[src/rtl/call_stack_ctrl_pkg.sv]
// Shared types for the WebAssembly call/return sequencer: FSM states, sticky trap
// codes and command opcodes.
package call_stack_ctrl_pkg;

  typedef enum logic [2:0] {
    ST_IDLE,
    ST_CALL,
    ST_RD,
    ST_RET,
    ST_TRAP
  } state_t;

  typedef enum logic [3:0] {
    TRAP_NONE                 = 4'd0,
    TRAP_STACK_UNDERFLOW      = 4'd3,
    TRAP_CALL_STACK_EXHAUSTED = 4'd6
  } trap_t;

  localparam logic CALL_OP = 1'b0;
  localparam logic RET_OP  = 1'b1;

endpackage

[src/rtl/call_stack_ctrl_if.sv]
// Command/result bundle between the decode FSM (master) and the call stack
// controller (slave).
interface call_stack_ctrl_if #(
  parameter int ROM_ADDR   = 8,
  parameter int STACK_ADDR = 8,
  parameter int ARGS_W     = 4
);

  logic                  cmd_valid;
  logic                  cmd_ready;
  logic                  cmd_op;
  logic [ROM_ADDR-1:0]   call_target;
  logic [ROM_ADDR-1:0]   ret_pc;
  logic [STACK_ADDR-1:0] sp;
  logic [ARGS_W-1:0]     num_args;
  logic                  done;
  logic [ROM_ADDR-1:0]   next_pc;
  logic [STACK_ADDR-1:0] frame_sp;

  modport master (
    output cmd_valid, cmd_op, call_target, ret_pc, sp, num_args,
    input  cmd_ready, done, next_pc, frame_sp
  );

  modport slave (
    input  cmd_valid, cmd_op, call_target, ret_pc, sp, num_args,
    output cmd_ready, done, next_pc, frame_sp
  );

endinterface

[src/rtl/call_frame_ram.sv]
// Frame storage for the call stack: one write port, one registered read port,
// contents are not reset.
module call_frame_ram #(
  parameter  int DEPTH = 16,
  parameter  int WIDTH = 16,
  localparam int AW    = $clog2(DEPTH)
) (
  input  logic             clk,
  input  logic             we,
  input  logic [AW-1:0]    waddr,
  input  logic [WIDTH-1:0] wdata,
  input  logic [AW-1:0]    raddr,
  output logic [WIDTH-1:0] rdata
);

  logic [WIDTH-1:0] mem [DEPTH];

  always_ff @(posedge clk) begin
    if (we) mem[waddr] <= wdata;
    rdata <= mem[raddr];
  end

endmodule

[src/rtl/call_stack_ctrl.sv]
// WebAssembly call/return sequencer: pushes {ret_pc, caller_sp} frames on call and
// restores them on return. Define CALL_STACK_STATS_EN to add the max_depth output.
module call_stack_ctrl
  import call_stack_ctrl_pkg::*;
#(
  parameter int ROM_ADDR   = 8,
  parameter int STACK_ADDR = 8,
  parameter int ARGS_W     = 4,
  parameter int DEPTH      = 16
) (
  input  logic                     clk,
  input  logic                     rst_n,
  call_stack_ctrl_if.slave         bus,
  output logic [$clog2(DEPTH):0]   depth,
  output logic                     halt,
  output logic [3:0]               trap
`ifdef CALL_STACK_STATS_EN
  ,
  output logic [$clog2(DEPTH):0]   max_depth
`endif
);

  localparam int AW = $clog2(DEPTH);
  localparam int DW = AW + 1;
  localparam int FW = ROM_ADDR + STACK_ADDR;

  state_t                state;
  trap_t                 trap_q;
  logic [STACK_ADDR:0]   diff;
  logic                  accept;
  logic                  call_ok;
  logic [AW-1:0]         waddr;
  logic [AW-1:0]         raddr;
  logic [FW-1:0]         wdata;
  logic [FW-1:0]         rdata;

  // The extra top bit of diff is the borrow, i.e. the callee wants more args than exist
  assign diff    = {1'b0, bus.sp} - (STACK_ADDR + 1)'(bus.num_args);
  assign accept  = bus.cmd_valid & bus.cmd_ready;
  assign call_ok = accept && (bus.cmd_op == CALL_OP) && (depth != DW'(DEPTH)) && !diff[STACK_ADDR];
  assign waddr   = depth[AW-1:0];
  assign raddr   = depth[AW-1:0] - AW'(1);
  assign wdata   = {bus.ret_pc, diff[STACK_ADDR-1:0]};
  assign trap    = trap_q;

  // Top frame is read every cycle, so it is already registered when RD is entered
  call_frame_ram #(
    .DEPTH (DEPTH),
    .WIDTH (FW)
  ) u_frames (
    .clk   (clk),
    .we    (call_ok),
    .waddr (waddr),
    .wdata (wdata),
    .raddr (raddr),
    .rdata (rdata)
  );

  always_ff @(posedge clk or negedge rst_n) begin
    if (!rst_n) begin
      state         <= ST_IDLE;
      trap_q        <= TRAP_NONE;
      bus.cmd_ready <= 1'b1;
      bus.done      <= 1'b0;
      bus.next_pc   <= '0;
      bus.frame_sp  <= '0;
      depth         <= '0;
      halt          <= 1'b0;
    end else begin
      bus.done <= 1'b0;
      unique case (state)
        ST_IDLE: begin
          if (accept) begin
            bus.cmd_ready <= 1'b0;
            if (bus.cmd_op == CALL_OP) begin
              if (depth == DW'(DEPTH)) begin
                state  <= ST_TRAP;
                trap_q <= TRAP_CALL_STACK_EXHAUSTED;
              end else if (diff[STACK_ADDR]) begin
                state  <= ST_TRAP;
                trap_q <= TRAP_STACK_UNDERFLOW;
              end else begin
                state        <= ST_CALL;
                bus.done     <= 1'b1;
                bus.next_pc  <= bus.call_target;
                bus.frame_sp <= diff[STACK_ADDR-1:0];
                depth        <= depth + DW'(1);
              end
            end else if (depth == '0) begin
              halt <= 1'b1;
            end else begin
              state <= ST_RD;
            end
          end
        end
        ST_CALL: begin
          state         <= ST_IDLE;
          bus.cmd_ready <= 1'b1;
        end
        ST_RD: begin
          state        <= ST_RET;
          bus.done     <= 1'b1;
          bus.next_pc  <= rdata[FW-1:STACK_ADDR];
          bus.frame_sp <= rdata[STACK_ADDR-1:0];
          depth        <= depth - DW'(1);
        end
        ST_RET: begin
          state         <= ST_IDLE;
          bus.cmd_ready <= 1'b1;
        end
        ST_TRAP: begin
          state <= ST_TRAP;
        end
        default: begin
          state <= ST_IDLE;
        end
      endcase
    end
  end

`ifdef CALL_STACK_STATS_EN
  // High-water mark follows depth on the same edge a push lands
  always_ff @(posedge clk or negedge rst_n) begin
    if (!rst_n) begin
      max_depth <= '0;
    end else if (call_ok && ((depth + DW'(1)) > max_depth)) begin
      max_depth <= depth + DW'(1);
    end
  end
`endif

endmodule

[src/flat_wrapper.sv]
// flat-port wrapper written by rule: the top's interface ports become plain ports
module call_stack_ctrl_flat import call_stack_ctrl_pkg::*;
#(
  parameter int ROM_ADDR   = 8,
  parameter int STACK_ADDR = 8,
  parameter int ARGS_W     = 4,
  parameter int DEPTH      = 16
)
  (clk, rst_n, depth, halt, trap, bus_cmd_valid, bus_cmd_op, bus_call_target, bus_ret_pc, bus_sp, bus_num_args, bus_cmd_ready, bus_done, bus_next_pc, bus_frame_sp);
  call_stack_ctrl_if #(.ROM_ADDR(ROM_ADDR), .STACK_ADDR(STACK_ADDR), .ARGS_W(ARGS_W)) bus_i ();
  input  logic clk;
  input  logic rst_n;
  output logic [$clog2(DEPTH):0] depth;
  output logic halt;
  output logic [3:0] trap;
  input wire logic [$bits(bus_i.cmd_valid)-1:0] bus_cmd_valid;
  input wire logic [$bits(bus_i.cmd_op)-1:0] bus_cmd_op;
  input wire logic [$bits(bus_i.call_target)-1:0] bus_call_target;
  input wire logic [$bits(bus_i.ret_pc)-1:0] bus_ret_pc;
  input wire logic [$bits(bus_i.sp)-1:0] bus_sp;
  input wire logic [$bits(bus_i.num_args)-1:0] bus_num_args;
  output wire logic [$bits(bus_i.cmd_ready)-1:0] bus_cmd_ready;
  output wire logic [$bits(bus_i.done)-1:0] bus_done;
  output wire logic [$bits(bus_i.next_pc)-1:0] bus_next_pc;
  output wire logic [$bits(bus_i.frame_sp)-1:0] bus_frame_sp;
  assign bus_i.cmd_valid = bus_cmd_valid;
  assign bus_i.cmd_op = bus_cmd_op;
  assign bus_i.call_target = bus_call_target;
  assign bus_i.ret_pc = bus_ret_pc;
  assign bus_i.sp = bus_sp;
  assign bus_i.num_args = bus_num_args;
  assign bus_cmd_ready = bus_i.cmd_ready;
  assign bus_done = bus_i.done;
  assign bus_next_pc = bus_i.next_pc;
  assign bus_frame_sp = bus_i.frame_sp;
  call_stack_ctrl #(.ROM_ADDR(ROM_ADDR), .STACK_ADDR(STACK_ADDR), .ARGS_W(ARGS_W), .DEPTH(DEPTH)) u_core (.clk(clk), .rst_n(rst_n), .bus(bus_i), .depth(depth), .halt(halt), .trap(trap));
endmodule
[config.mk]
export PLATFORM = sky130hd
export DESIGN_NAME = call_stack_ctrl_flat
export DESIGN_NICKNAME = d
export VERILOG_FILES = /design/src/rtl/call_stack_ctrl_pkg.sv /design/src/rtl/call_stack_ctrl_if.sv /design/src/rtl/call_frame_ram.sv /design/src/rtl/call_stack_ctrl.sv /design/src/flat_wrapper.sv
export SDC_FILE = /design/constraint.sdc
export NUM_CORES = 1
export LEC_CHECK = 0
export ABC_AREA = 1
export CAP_MARGIN = 0
export CORE_MARGIN = 1.5
export CORE_UTILIZATION = 40
export DETAILED_ROUTE_END_ITERATION = 7
export PLACE_DENSITY = 0.54
export SYNTH_ARGS = -nofsm -noshare
export SYNTH_HDL_FRONTEND = slang
export SYNTH_SLANG_ARGS = --single-unit
[constraint.sdc]
create_clock -name clk -period 3.05 [get_ports clk]
set_input_delay 0.305 -clock clk [delete_from_list [all_inputs] [get_ports clk]]
set_output_delay 0.305 -clock clk [all_outputs]
set_load 0.005 [all_outputs]
==> impl_results.md <==
- Status: complete, no violations
- Via count of the first global-routing pass: approximately 7700
- Initial core utilization: ~40%
- Relative contribution of combinational cells to total power: 40.0%
- Capture instance of the worst register-to-register path: u_core.u_frames.mem[3][10]
- Yosys top cell by area: sky130_fd_sc_hd__edfxtp_1
- Highest routed layer: met4
- Count of state elements after synthesis: just over 300
- Worst Tran Pin Value: ~0.79 ns
- CTS tree: built
- N_diodes: 0
- 1st-pass router iterations: 5
- Mapped Avg Cell Area: around 12 sq um
- Final-stage net count: between 1000 and 1500
- Tmin final: roughly 2.4 ns
- Worst Skew: a little over 0.02 ns
- Yosys warns: 0
- Clk Latency, worst-skew pair: 0.52 ns
- Crit path required time: approximately 3.3 ns
- Max Fclk: 409 MHz
- Reg clk slew, reported paths: around 0.060 ns
- Sequential area share after synthesis: a little under three quarters
- Setup bufs post-CTS: 0
- Number of max-capacitance violations reported: 0
- Fraction of registers with async set or reset after synthesis: 9.93%
- Share of the core filled with cells in the final layout: 48.6%
- Detailed-route DRC error count: 0
- Worst hold path type: in2async
- Vertical extent of the die: roughly 180 um
- Cell internal power dissipation: ~9.3 mW
- Die area: approximately 0.032 sq mm
- First-iteration detailed-routing DRC count: 824
- Number of unique standard cell types used by synthesis: 34
- RSZ-0062 raised after global routing: no
- IR drop worst, VDD: around 0.68 mV
- Cells resized by post-CTS repair: 0
- Top area cells in the synthesized netlist: sky130_fd_sc_hd__edfxtp_1 (62%), sky130_fd_sc_hd__nor2_1 (6.9%), sky130_fd_sc_hd__o21ai_0 (6.5%), sky130_fd_sc_hd__dfrtp_1 (5.9%), sky130_fd_sc_hd__o211ai_1 (3.9%)
- Hold-fix buffers, CTS: 0
- Maximum fanout along the worst path: 14
- Reg-to-reg slack, setup: 0.62 ns
- Endpoints failing hold: 0
- Remaining global-route overflow: 0
- Commonest register cell after synthesis: sky130_fd_sc_hd__edfxtp_1
- Proportion of layout cells with a drive suffix above 1: 10.4%
- Fill cell total of the finished layout: 2708
- Crit start category: primary input
- H-Tree Depth: 2
- Antenna Nets Post-Route: 0
- Met2 layer wire length in the routed design: between 10000 and 15000 um
- Worst Path Class, Setup: in2reg
- Clock network power share: 25.6%
- Root Buffer Master: sky130_fd_sc_hd__clkbuf_16
- WHS: 0.207 ns
- Cells after Synth: ~1000
- CTS sink count: between 300 and 400
- Number of flops mapped to enable cells by yosys: approximately 260
- WL per Instance: just under 20 um
- Setup violations, final: 0
- Total CTS buffers: 34
- Core ar.: 0.0305 sq mm
- Area share of the leading cell type in the synthesized netlist: between 60% and 70%
- Maximum number of pins on one net before global-route repair: about 130
- RD Place Congestion: between 0.8 and 0.9
- Power share of the sequential group: between 30% and 40%
- DPL Wire Length: roughly 19000 um
- Depth of the worst register-to-register path: 10
- Power spent charging and discharging nets: between 5 and 6 mW
- Global-route wire length before repair: 46300 um
- Reg-to-reg startpoint: u_core.depth[1]
- Power Dens Cells: approximately 1000 mW/mm^2
- IO Port Bufs: 58
- Routed met1 length: ~15000 um
- Number of antenna violations at the first check in global routing: 0
- Final sum of negative setup slack: 0 ns
- Arrival time of data at the critical path endpoint: about 2.7 ns
- Most frequent cell after synthesis: sky130_fd_sc_hd__edfxtp_1
- IO Count: 60
- Horiz. Die Dim: between 150 and 200 um
- Final wirelength: about 31000 um
- Longest Clk Path Bufs: 3
- Number of vias per cell after detailed routing: ~5.2
- Final count of pins violating max slew: 0
- Total via count after detailed routing: about 8000
- Commonest cells in the synthesized netlist: sky130_fd_sc_hd__edfxtp_1 (256), sky130_fd_sc_hd__nor2_1 (227), sky130_fd_sc_hd__o21ai_0 (161)
- Switching portion of total power: between 30% and 40%
- Nets in the synthesized netlist: 1094
- Row count: 64
- Overall track demand over capacity in global routing: 19.6%
- Endpoint class of the critical path: flop
- Post-route fraction of the period consumed by the critical path: roughly four fifths
- Routed met3 length: ~1500 um
- Pleak: roughly 5.3 nW
- Cell area after technology mapping: 0.0123 sq mm
- Worst slew margin relative to its limit: 47.1%
- P&R area growth vs syn: 20.2%
==> layer usage <==
metal / GRT usage, % / up-vias
met3: 2.71 / 46
met4: 5.00 / 0
met2: 30.9 / 236
met1: 28.5 / 3878
met5: 0 / -
li1: - / 3873
==> worst max path at each step <==
stage | from | to | slack [ns] | cells past startpoint
6_report | bus_sp[0] | u_core.u_frames.mem[3][10] | 0.61 | 14
5_1_grt | bus_sp[0] | u_core.u_frames.mem[1][8] | 0.47 | 14
4_1_cts | bus_sp[0] | u_core.u_frames.mem[2][0] | 0.60 | 14
3_5_place_dp | bus_sp[0] | u_core.u_frames.mem[3][15] | 0.06 | 14
3_3_place_gp | bus_sp[0] | u_core.u_frames.mem[3][5] | 0.08 | 14
2_1_floorplan | u_core.depth[0] | u_core.u_frames.mem[10][0] | 0.30 | 11
==> placed cells by master, fill, tap and decap left out, drive strengths merged, types with 2 or more instances in the layout <==
master	synthesis	final
dfxtp	16	16
fa	2	2
or2	5	5
bufinv	0	2
clkinv	1	16
ha	12	12
clkdlybuf4s50	0	58
nand3	29	29
inv	30	31
clkbuf	33	42
nor2	227	227
xnor2	3	3
buf	25	45
o211ai	64	64
nor3	2	2
xor2	6	6
o21ai	166	166
nand2	128	128
o21a	2	2
a21oi	7	7
dfrtp	29	29
edfxtp	256	256
==> registers in the layout, indices dropped and copies added (netlist names) <==
signal                 count
u_core.bus.frame_sp        8
u_core.depth               5
u_core.u_frames.mem      256
u_core.state               3
u_core.bus.next_pc         8
u_core.u_frames.rdata     16
u_core.halt                1
u_core.trap                3
u_core.bus.cmd_ready       1
u_core.bus.done            1
==> metrics by stage <==
stage | setup WS (ns) | power, mW | instances | instance area, sq um
after CTS | 0.602 | 15.2 | 1549 | 14800
after global routing | 0.469 | 16.1 | 1549 | 14800
after floorplan | 0.303 | 8.95 | 1048 | 12300
after global placement | 0.0779 | 11.3 | 1489 | 13800
final | 0.606 | 15.1 | 1549 | 14800
after detailed placement | 0.0617 | 11.3 | 1489 | 13800
==> cell families (layout without fill, tap and decap cells) <==
family                   Yosys count  count (layout)  share of synthesized area, %
other                              1               1                        0.0304
adder cells (fa/ha/maj)           14              14                          1.54
buffers and inverters             89             194                          3.01
AND/OR/NAND/NOR                  393             393                          12.6
AO/OA/AOI/OAI                    240             240                          11.1
XOR/XNOR                           9               9                         0.760
flip-flops                       302             302                          71.0
==> critical path, cell delays in order <==
cell and delay [ns]:
sky130_fd_sc_hd__clkdlybuf4s50_1 0.45, sky130_fd_sc_hd__inv_1 0.04, sky130_fd_sc_hd__ha_1 0.19, sky130_fd_sc_hd__fa_1 0.39, sky130_fd_sc_hd__inv_1 0.07, sky130_fd_sc_hd__nand2_1 0.05, sky130_fd_sc_hd__nand2_1 0.07, sky130_fd_sc_hd__nand2_1 0.10
sky130_fd_sc_hd__nand2_1 0.09, sky130_fd_sc_hd__nand2_1 0.15, sky130_fd_sc_hd__inv_1 0.15, sky130_fd_sc_hd__nand2_1 0.21, sky130_fd_sc_hd__nor2_2 0.23, sky130_fd_sc_hd__buf_12 0.17
==> cell type report <==
class                           count  area (sq um)  share of cell area (%)
Clock buffer                       42           902                    6.08
Clock inverter                     18           146                   0.987
Inverter                           31           118                   0.793
Multi-Input combinational cell    657          3270                    22.1
Sequential cell                   302          8760                    59.1
Tap cell                          396           495                    3.34
Timing Repair Buffer              103          1130                    7.63
==> power groups by stage <==
stage	Sequential, mW	Clock [mW]	Combinational [mW]
2_1_floorplan	5.24	0	3.71
3_3_place_gp	5.28	0	6.05
3_5_place_dp	5.28	0	6.06
4_1_cts	5.20	3.96	6.08
5_1_grt	5.24	4.11	6.76
6_report	5.20	3.86	6.04
(Power assumes the default switching activity.)
